==> config.mk <==
export PLATFORM = sky130hd
export DESIGN_NAME = parking_sensor_gen
export DESIGN_NICKNAME = d
export VERILOG_FILES = /design/src/rtl/parking_sensor_gen.sv
export SDC_FILE = /design/constraint.sdc
export NUM_CORES = 1
export LEC_CHECK = 0
export CORE_ASPECT_RATIO = 1.75
export CORE_MARGIN = 3
export CORE_UTILIZATION = 51
export DETAILED_ROUTE_END_ITERATION = 6
export PLACE_DENSITY = 0.74
export SLEW_MARGIN = 15
export SYNTH_ARGS = -nofsm -noshare
export SYNTH_HDL_FRONTEND = slang
export SYNTH_SLANG_ARGS = --single-unit
==> constraint.sdc <==
create_clock -name clk -period 1.8 [get_ports clk]
set_input_delay 0.18 -clock clk [delete_from_list [all_inputs] [get_ports clk]]
set_output_delay 0.18 -clock clk [all_outputs]
set_load 0.03 [all_outputs]
==> src/rtl/parking_sensor_gen.sv <==
// Transmit side of the parking-lot sensor protocol: on request, drives the two
// beam sensor lines through the full blocking sequence of one car entering or
// exiting. Optionally injects LFSR-driven contact bounce on each sensor edge.
//
// Ports:
//   clk        system clock
//   reset_n    synchronous reset, active low
//   start      request one car sequence (accepted only while ready=1)
//   dir        1 = enter, 0 = exit; latched with an accepted start
//   bounce_en  enable bounce injection; latched with an accepted start
//   ready      1 = idle, start is accepted this cycle (registered)
//   done       one-cycle pulse after the sequence completes (registered)
//   a, b       sensor lines, 1 = beam blocked (registered)
module parking_sensor_gen #(
    parameter logic [15:0] PHASE_CYCLES  = 16'd50000,
    parameter logic [15:0] BOUNCE_CYCLES = 16'd0,
    parameter int unsigned CNT_W         = 16,
    parameter logic [7:0]  LFSR_SEED     = 8'hA5
) (
    input  logic clk,
    input  logic reset_n,
    input  logic start,
    input  logic dir,
    input  logic bounce_en,
    output logic ready,
    output logic done,
    output logic a,
    output logic b
);

    localparam logic [CNT_W-1:0] CNT_LAST = CNT_W'(PHASE_CYCLES - 16'd1);
    localparam logic [CNT_W-1:0] BNC_LEN  = CNT_W'(BOUNCE_CYCLES);

    typedef enum logic [2:0] {
        S_IDLE = 3'd0,
        S_PH1  = 3'd1,
        S_PH2  = 3'd2,
        S_PH3  = 3'd3,
        S_GAP  = 3'd4
    } state_e;

    state_e             state_q, state_d;
    logic [CNT_W-1:0]   cnt_q, cnt_d;
    logic [7:0]         lfsr_q, lfsr_d;
    logic               dir_q, dir_d;
    logic               bnc_q, bnc_d;
    logic               ready_q, ready_d;
    logic               done_q, done_d;
    logic [1:0]         ab_q, ab_d;

    logic               phase_end;
    logic               a_changes;
    logic               bounce_on;
    logic [1:0]         chg_mask;

    // Nominal {a,b} per state for an entering car; exit swaps the two lines.
    function automatic logic [1:0] nominal(input state_e s, input logic d);
        logic [1:0] v;
        case (s)
            S_PH1:   v = 2'b10;
            S_PH2:   v = 2'b11;
            S_PH3:   v = 2'b01;
            default: v = 2'b00;
        endcase
        return d ? v : {v[0], v[1]};
    endfunction

    // Next-state, phase counter, LFSR and registered output values.
    always_comb begin
        state_d   = state_q;
        cnt_d     = cnt_q;
        dir_d     = dir_q;
        bnc_d     = bnc_q;
        done_d    = 1'b0;
        lfsr_d    = {lfsr_q[6:0], lfsr_q[7] ^ lfsr_q[5] ^ lfsr_q[4] ^ lfsr_q[3]};
        phase_end = (cnt_q == CNT_LAST);

        case (state_q)
            S_IDLE: begin
                if (start) begin
                    state_d = S_PH1;
                    cnt_d   = '0;
                    dir_d   = dir;
                    bnc_d   = bounce_en;
                end
            end
            S_PH1, S_PH2, S_PH3, S_GAP: begin
                if (phase_end) begin
                    cnt_d = '0;
                    case (state_q)
                        S_PH1:   state_d = S_PH2;
                        S_PH2:   state_d = S_PH3;
                        S_PH3:   state_d = S_GAP;
                        default: begin
                            state_d = S_IDLE;
                            done_d  = 1'b1;
                        end
                    endcase
                end else begin
                    cnt_d = cnt_q + CNT_W'(1);
                end
            end
            default: state_d = S_IDLE;
        endcase

        // Gray sequence: a changes entering PH1/PH3 of an enter (PH2/GAP of an exit).
        a_changes = ((state_d == S_PH1) || (state_d == S_PH3)) == dir_d;
        chg_mask  = a_changes ? 2'b10 : 2'b01;
        bounce_on = bnc_d && (BOUNCE_CYCLES != 16'd0) && (state_d != S_IDLE)
                    && (cnt_d < BNC_LEN);

        // Output tracks the LFSR value held in the same cycle as the output.
        ab_d    = nominal(state_d, dir_d) ^ (bounce_on ? (chg_mask & {2{lfsr_d[0]}}) : 2'b00);
        ready_d = (state_d == S_IDLE);
    end

    // State and output registers with synchronous reset.
    always_ff @(posedge clk) begin
        if (!reset_n) begin
            state_q <= S_IDLE;
            cnt_q   <= '0;
            lfsr_q  <= LFSR_SEED;
            dir_q   <= 1'b0;
            bnc_q   <= 1'b0;
            ready_q <= 1'b1;
            done_q  <= 1'b0;
            ab_q    <= 2'b00;
        end else begin
            state_q <= state_d;
            cnt_q   <= cnt_d;
            lfsr_q  <= lfsr_d;
            dir_q   <= dir_d;
            bnc_q   <= bnc_d;
            ready_q <= ready_d;
            done_q  <= done_d;
            ab_q    <= ab_d;
        end
    end

    assign ready = ready_q;
    assign done  = done_q;
    assign a     = ab_q[1];
    assign b     = ab_q[0];

endmodule

After elaboration in Yosys (flattened, before gate mapping)

Cells that the tools add are included.

Output and inout bits: 4
Register bits: 24
Word-level logic and storage cells: 35

Mux-type cells: 12
Add/subtract/negate cells: 1
Equality and inequality tests: 9
Reduce and logical (&&, ||, !) cells: 7

Operators by type and width:

| kind                                                | count |
|---|---|
| 2-to-1 mux 16 bit                                   | 2 |
| one-hot mux 16 bit (2 select lines)                 | 1 |
| adder 16 x 1 -> 16 bit, second input constant       | 1 |
| equality test 16 bit, second input constant         | 1 |
| equality test 3 x 2 -> 1 bit, second input constant | 4 |
| one-hot mux 3 bit (3 select lines)                  | 1 |
| equality test 3 x 1 -> 1 bit, second input constant | 2 |
| zero test 3 bit                                     | 2 |
| 2-to-1 mux 3 bit                                    | 2 |
| one-hot mux 2 bit (3 select lines)                  | 1 |
| one-hot mux 3 bit (2 select lines)                  | 1 |
| OR reduction 4 bit                                  | 1 |
| equality test 3 bit, second input constant          | 1 |
| 2-to-1 mux 1 bit                                    | 3 |
| AND reduction 3 bit                                 | 1 |
| OR reduction 3 bit                                  | 1 |
| 2-to-1 mux 2 bit                                    | 1 |
| != test 2 bit, second input constant                | 1 |
| AND reduction 2 bit                                 | 1 |
| nonzero test 2 bit                                  | 1 |

Depth between registers and ports, before layout

Word-level depth: 7
Gate-level depth with buffers: 6
Mapped depth without buffers: 6

Worst setup path after synthesis

No wires, ideal clock.

Path type: register -> register
Start: reg cnt_q[11]
End: reg cnt_q[13]
Arrival time: 1.770 ns
Required time: 1.681 ns
Clock period less this slack: 1.889 ns
Cell stages (with the launch flop): 6
Path slack: -0.089 ns
Library setup time: 0.119 ns
Cells stage by stage: dfxtp_1 > or4b_4 > nor4_4 > or2_1 > a31oi_1 > o221a_1

Longest elaborated chain between the ends: 3
Elaborated cells between the ends (all ways): 4

RTL lines:

| what                                                           | line    | RTL |
|---|---|---|
| from (decl)                                                    | 43      | `logic [CNT_W-1:0] cnt_q, cnt_d;` |
| from (signal assigned)                                         | 130     | `cnt_q <= cnt_d;` |
| adder 16 x 1 -> 16 bit or equality test 16 bit (tied branches) | 100, 76 |  |
| 2-to-1 mux 16 bit *                                            | 88      | `if (phase_end) begin` |
| one-hot mux 16 bit (2 select lines) *                          | 78      | `case (state_q)` |

Every way passes the cells marked *; elsewhere a longest branch is shown, timed or not.
A chain may end at the register's enable or synchronous reset.

Final worst setup path

Start: reg cnt_q[5]
End: reg cnt_q[12]

The elaborated chain is that of the path after synthesis.

==> results <==
- The worst hold path belongs to the class reg2reg.
- Of the total synthesized cell area, the portion taken by full adders, half adders and majority gates is 0.0101.
- Leaving out fill and tap cells, the most frequent cell in the layout is sky130_fd_sc_hd__buf_4.
- The maximum fanout encountered on the critical timing path is 7.
- The number of H-tree branching levels is 1.
- The core box area is 2300 sq um.
- For this run, the detailed router's first-pass iteration total came to 4.
- Counting every sink on the clock net gives 24.
- The share of synthesized area in the top cell type comes to 0.389.
- The count of buffers from port buffering is 7.
- The worst setup path is captured at a register.
- The die covers 3070 sq um.
- The worst clock skew is 0.00436 ns.
- The cell class contributing the biggest share of worst-path delay is simple AND/OR/NAND/NOR gates.
- The number of buffer and inverter stages on the critical path is 1.
- The per-cell routed wire length is 15.7 um.
- The count of maximum capacitance violations is 0.
- The required time at the worst-slack endpoint is 1.97 ns.
- The tightest hold path in the finished design has a slack of 0.557 ns.
- The worst hold path passes through 2 cells.
- The endpoint identified for the worst register-to-register timing path is cnt_q[12]$_SDFFE_PN0P_.
- The cell depth of the worst flop-to-flop path is 6.
- Setup repair after global routing could not meet its margin everywhere.
- The signal on the critical path passes through or4b_4, nor4_4, buf_4, nor2_4, o21a_1, o221a_1.
- The end point of the worst hold path is cnt_q[15]$_SDFFE_PN0P_.
- The clock buffer count from CTS is 3.
- The synthesis-to-finish area growth is 30.5%.
- Setup violations remaining at the end of the flow were counted as 21.
- The root cell of the clock tree is sky130_fd_sc_hd__clkbuf_8.
- The final wirelength is 3.14 mm.
- The CTS clock-pin slew for the worst setup and hold paths is 0.09 ns.
- In the layout the commonest cells are sky130_fd_sc_hd__buf_4 (25), sky130_fd_sc_hd__dfxtp_1 (20), sky130_fd_sc_hd__nor2_1 (17).
- The most used flip-flop cell after synthesis is sky130_fd_sc_hd__dfxtp_1.
- The largest voltage drop on the vdd net is 0.538 mV.
- Yosys attributes the largest share of cell area to sky130_fd_sc_hd__dfxtp_1 (39%), sky130_fd_sc_hd__nor2_1 (5.5%), sky130_fd_sc_hd__nand3_1 (3.6%), sky130_fd_sc_hd__nor4_4 (3.4%), sky130_fd_sc_hd__xor2_1 (2.8%).
- The fraction of final layout cells sized beyond drive strength 1 is 0.269.
- The slowest cell on the critical path is sky130_fd_sc_hd__or4b_4.
- During synthesis, Yosys emitted a total of 0 warnings.
- 9 I/O pins were placed.
- The checks that failed: setup timing.
- The total count of max-transition violations in the final report is 0.
- The starting DRC count in detailed routing is 56.
- The run finished, with violations left.
- The reported leakage power is 0.632 nW.
- Detailed placement finished with a half-perimeter wire length of 2.33 mm.
- At the end of routability-driven placement, the weighted congestion stood at 0.935.
- The final route contains 1,237 vias.
- The global-route congestion overflow total is 0.
- The number of fillers in the final layout is 187.
- The initial core utilization is 0.536.
- The netlist uses 42 different library cells.
- Averaged over all synthesized cells, the footprint is 8.58 sq um.
- The share of the cycle needed by the critical path after routing is 1.08.
- The die is 71.1 um tall.
- The class of the most critical setup path is reg2reg.
- The transition time of the tightest slew-check pin is 0.492 ns.
- In this run, synthesis inferred 0 flip-flops with an integrated enable.
- The number of hold-repair buffers added at the cts stage is 0.
- Row generation in the floorplan step produced 23 rows.
- STA classifies the critical path startpoint as a register.
- The combined area of all synthesized cells is 1230 sq um.
- The average vias per placed instance is 6.19.
- The number of nets produced by synthesis is 150.
- The worst slack after detailed placement is -0.101 ns.
- Counting I/O delays and the setup requirement, the final critical path takes 1.95 ns.
- Once placement completed, the tool counted placed cells totaling 194.
- The first-pass GRT wire length is 5.42 mm.
- The share of the Yosys chip area taken by registers is 0.389.
- The area fraction in compound gates after synthesis is 0.148.
- In this run the tightest slew margin relative to its limit is 0.669.
- The number of cells in the finished layout apart from fillers is 200.
- The main combinational cell family by area after synthesis is simple AND/OR/NAND/NOR gates.
- The highest clock rate is 512 MHz.
- The critical register-to-register path startpoint is cnt_q[5]$_SDFFE_PN0P_.
- After technology mapping, the gate count stands at 144.
- The largest total area in the synthesized netlist belongs to sky130_fd_sc_hd__dfxtp_1.
- The clock tree from TritonCTS is yes.
- For the worst setup path, the data arrival time is 2.12 ns.
- The via count of the first global-routing pass is 1,283.
- For this run, asynchronously set or reset flops after synthesis account for 0.
- The simple-gate portion of the synthesized area is 0.366.
- After synthesis, the share of cell area in mux cells is 0.0162.
- Of the total synthesized cell area, the portion taken by XOR and XNOR cells is 0.0426.
- In this run the most critical hold path is launched from cnt_q[15]$_SDFFE_PN0P_.
- The detail route stage leaves a number of antenna-violating nets equal to 0.
- The worst-case setup margin in the final layout is -0.152 ns.
- The number of nets in the layout is 182.
- 0 antenna diodes ended up in the layout.
- The worst stage delay on the critical path is 0.58 ns.
- At the later pin of the worst-skew pair, clock insertion delay measures 0.27 ns.
- The number of synthesized register bits is 24.
- The all-layer global routing usage is 0.230.
- The pin count of the biggest net entering global routing is 14.
- The hold violation total from the final report is 0.
- The initial antenna violation count is 0.
- The DRC violations left is 0.
- The reg-to-reg setup timing slack is -0.15 ns.
- In this run the power density over the cells is 640 nW/um^2.
- The width of the die is 43.2 um.
- The clock passes through at most 2 buffers.
-- registers in the layout, indices dropped and copies added, names as in the netlist --
| register | flops |
|---|---|
| cnt_q | 16 |
| ab_q | 2 |
| dir_q | 1 |
| ready | 1 |
| done | 1 |
| state_q | 3 |
-- cells in the mapped netlist (3+ instances only) --
master / n
sky130_fd_sc_hd__xor2_1: 4
sky130_fd_sc_hd__or3_1: 3
sky130_fd_sc_hd__nand2_1: 8
sky130_fd_sc_hd__dfxtp_1: 24
sky130_fd_sc_hd__and3_1: 4
sky130_fd_sc_hd__and4_1: 3
sky130_fd_sc_hd__a21oi_1: 6
sky130_fd_sc_hd__a31oi_1: 3
sky130_fd_sc_hd__nor3_1: 6
sky130_fd_sc_hd__o21ai_0: 6
sky130_fd_sc_hd__nor2_1: 18
sky130_fd_sc_hd__nand3_1: 9
sky130_fd_sc_hd__o21a_1: 3
sky130_fd_sc_hd__nand4_1: 5
sky130_fd_sc_hd__nor4_1: 3
sky130_fd_sc_hd__clkbuf_1: 4
-- worst register-to-register path, cell delays in order, from the launching register on --
cell and delay, ns:
sky130_fd_sc_hd__dfxtp_4 0.37, sky130_fd_sc_hd__or4b_4 0.58, sky130_fd_sc_hd__nor4_4 0.36, sky130_fd_sc_hd__buf_4 0.19, sky130_fd_sc_hd__nor2_4 0.06, sky130_fd_sc_hd__o21a_1 0.11, sky130_fd_sc_hd__o221a_1 0.19
-- worst max path at each step --
stage,endpoint,depth (start not counted),from
floorplan,cnt_q[12]$_SDFFE_PN0P_,5,cnt_q[7]$_SDFFE_PN0P_
global placement,cnt_q[14]$_SDFFE_PN0P_,5,cnt_q[5]$_SDFFE_PN0P_
detailed placement,cnt_q[14]$_SDFFE_PN0P_,5,cnt_q[5]$_SDFFE_PN0P_
CTS,cnt_q[12]$_SDFFE_PN0P_,6,cnt_q[12]$_SDFFE_PN0P_
global route,cnt_q[12]$_SDFFE_PN0P_,6,cnt_q[5]$_SDFFE_PN0P_
finish,cnt_q[12]$_SDFFE_PN0P_,6,cnt_q[5]$_SDFFE_PN0P_
-- metal layers --
metal | GRT usage | part of all wire | vias up
li1 | - | - | 597
met1 | 0.230 | 0.36 | 594
met2 | 0.427 | 0.57 | 33
met3 | 0.0356 | 0.036 | 13
met4 | 0.128 | 0.036 | 0
met5 | 0 | 0 | -
-- per-stage QoR --
stage	cell area, sq um	power (mW)	utilization	TNS (ns)
2_1_floorplan	1240	0.620	-	-0.147
3_3_place_gp	1500	0.661	0.650	-0.519
3_5_place_dp	1500	0.665	0.650	-0.762
4_1_cts	1580	1.03	0.686	-0.511
5_1_grt	1610	1.06	0.700	-3.06
6_report	1610	1.03	0.700	-1.61
-- final cells by class --
type | count | area [sq um] | share of cell area
multi-input combinational | 111 | 757 | 0.470
timing repair buffer | 33 | 269 | 0.167
tap | 25 | 31.3 | 0.0194
sequential | 24 | 488 | 0.303
inverter | 3 | 11.3 | 0.00699
clock buffer | 4 | 55.1 | 0.0342
-- repair_timing --
item	in CTS	in global routing
gates resized for setup	5	8
setup buffers	1	1
pin swaps	6	9
endpoints found under the setup margin	15	20
-- report_power, final --
group	switching (mW)	leakage, nW	internal, mW
clock	0.176	0.0288	0.196
combinational	0.0661	0.406	0.0493
sequential	0.00632	0.197	0.539
total	0.248	0.632	0.784
-- cell families after synthesis --
| logic type | after synthesis |
|---|---|
| buffers and inverters | 9 |
| XOR/XNOR | 6 |
| flip-flops | 24 |
| multiplexers | 2 |
| adder cells (fa/ha/maj) | 1 |
| AO/OA/AOI/OAI | 27 |
| AND/OR/NAND/NOR | 75 |
Note: power is estimated with default switching activity, not from simulation.
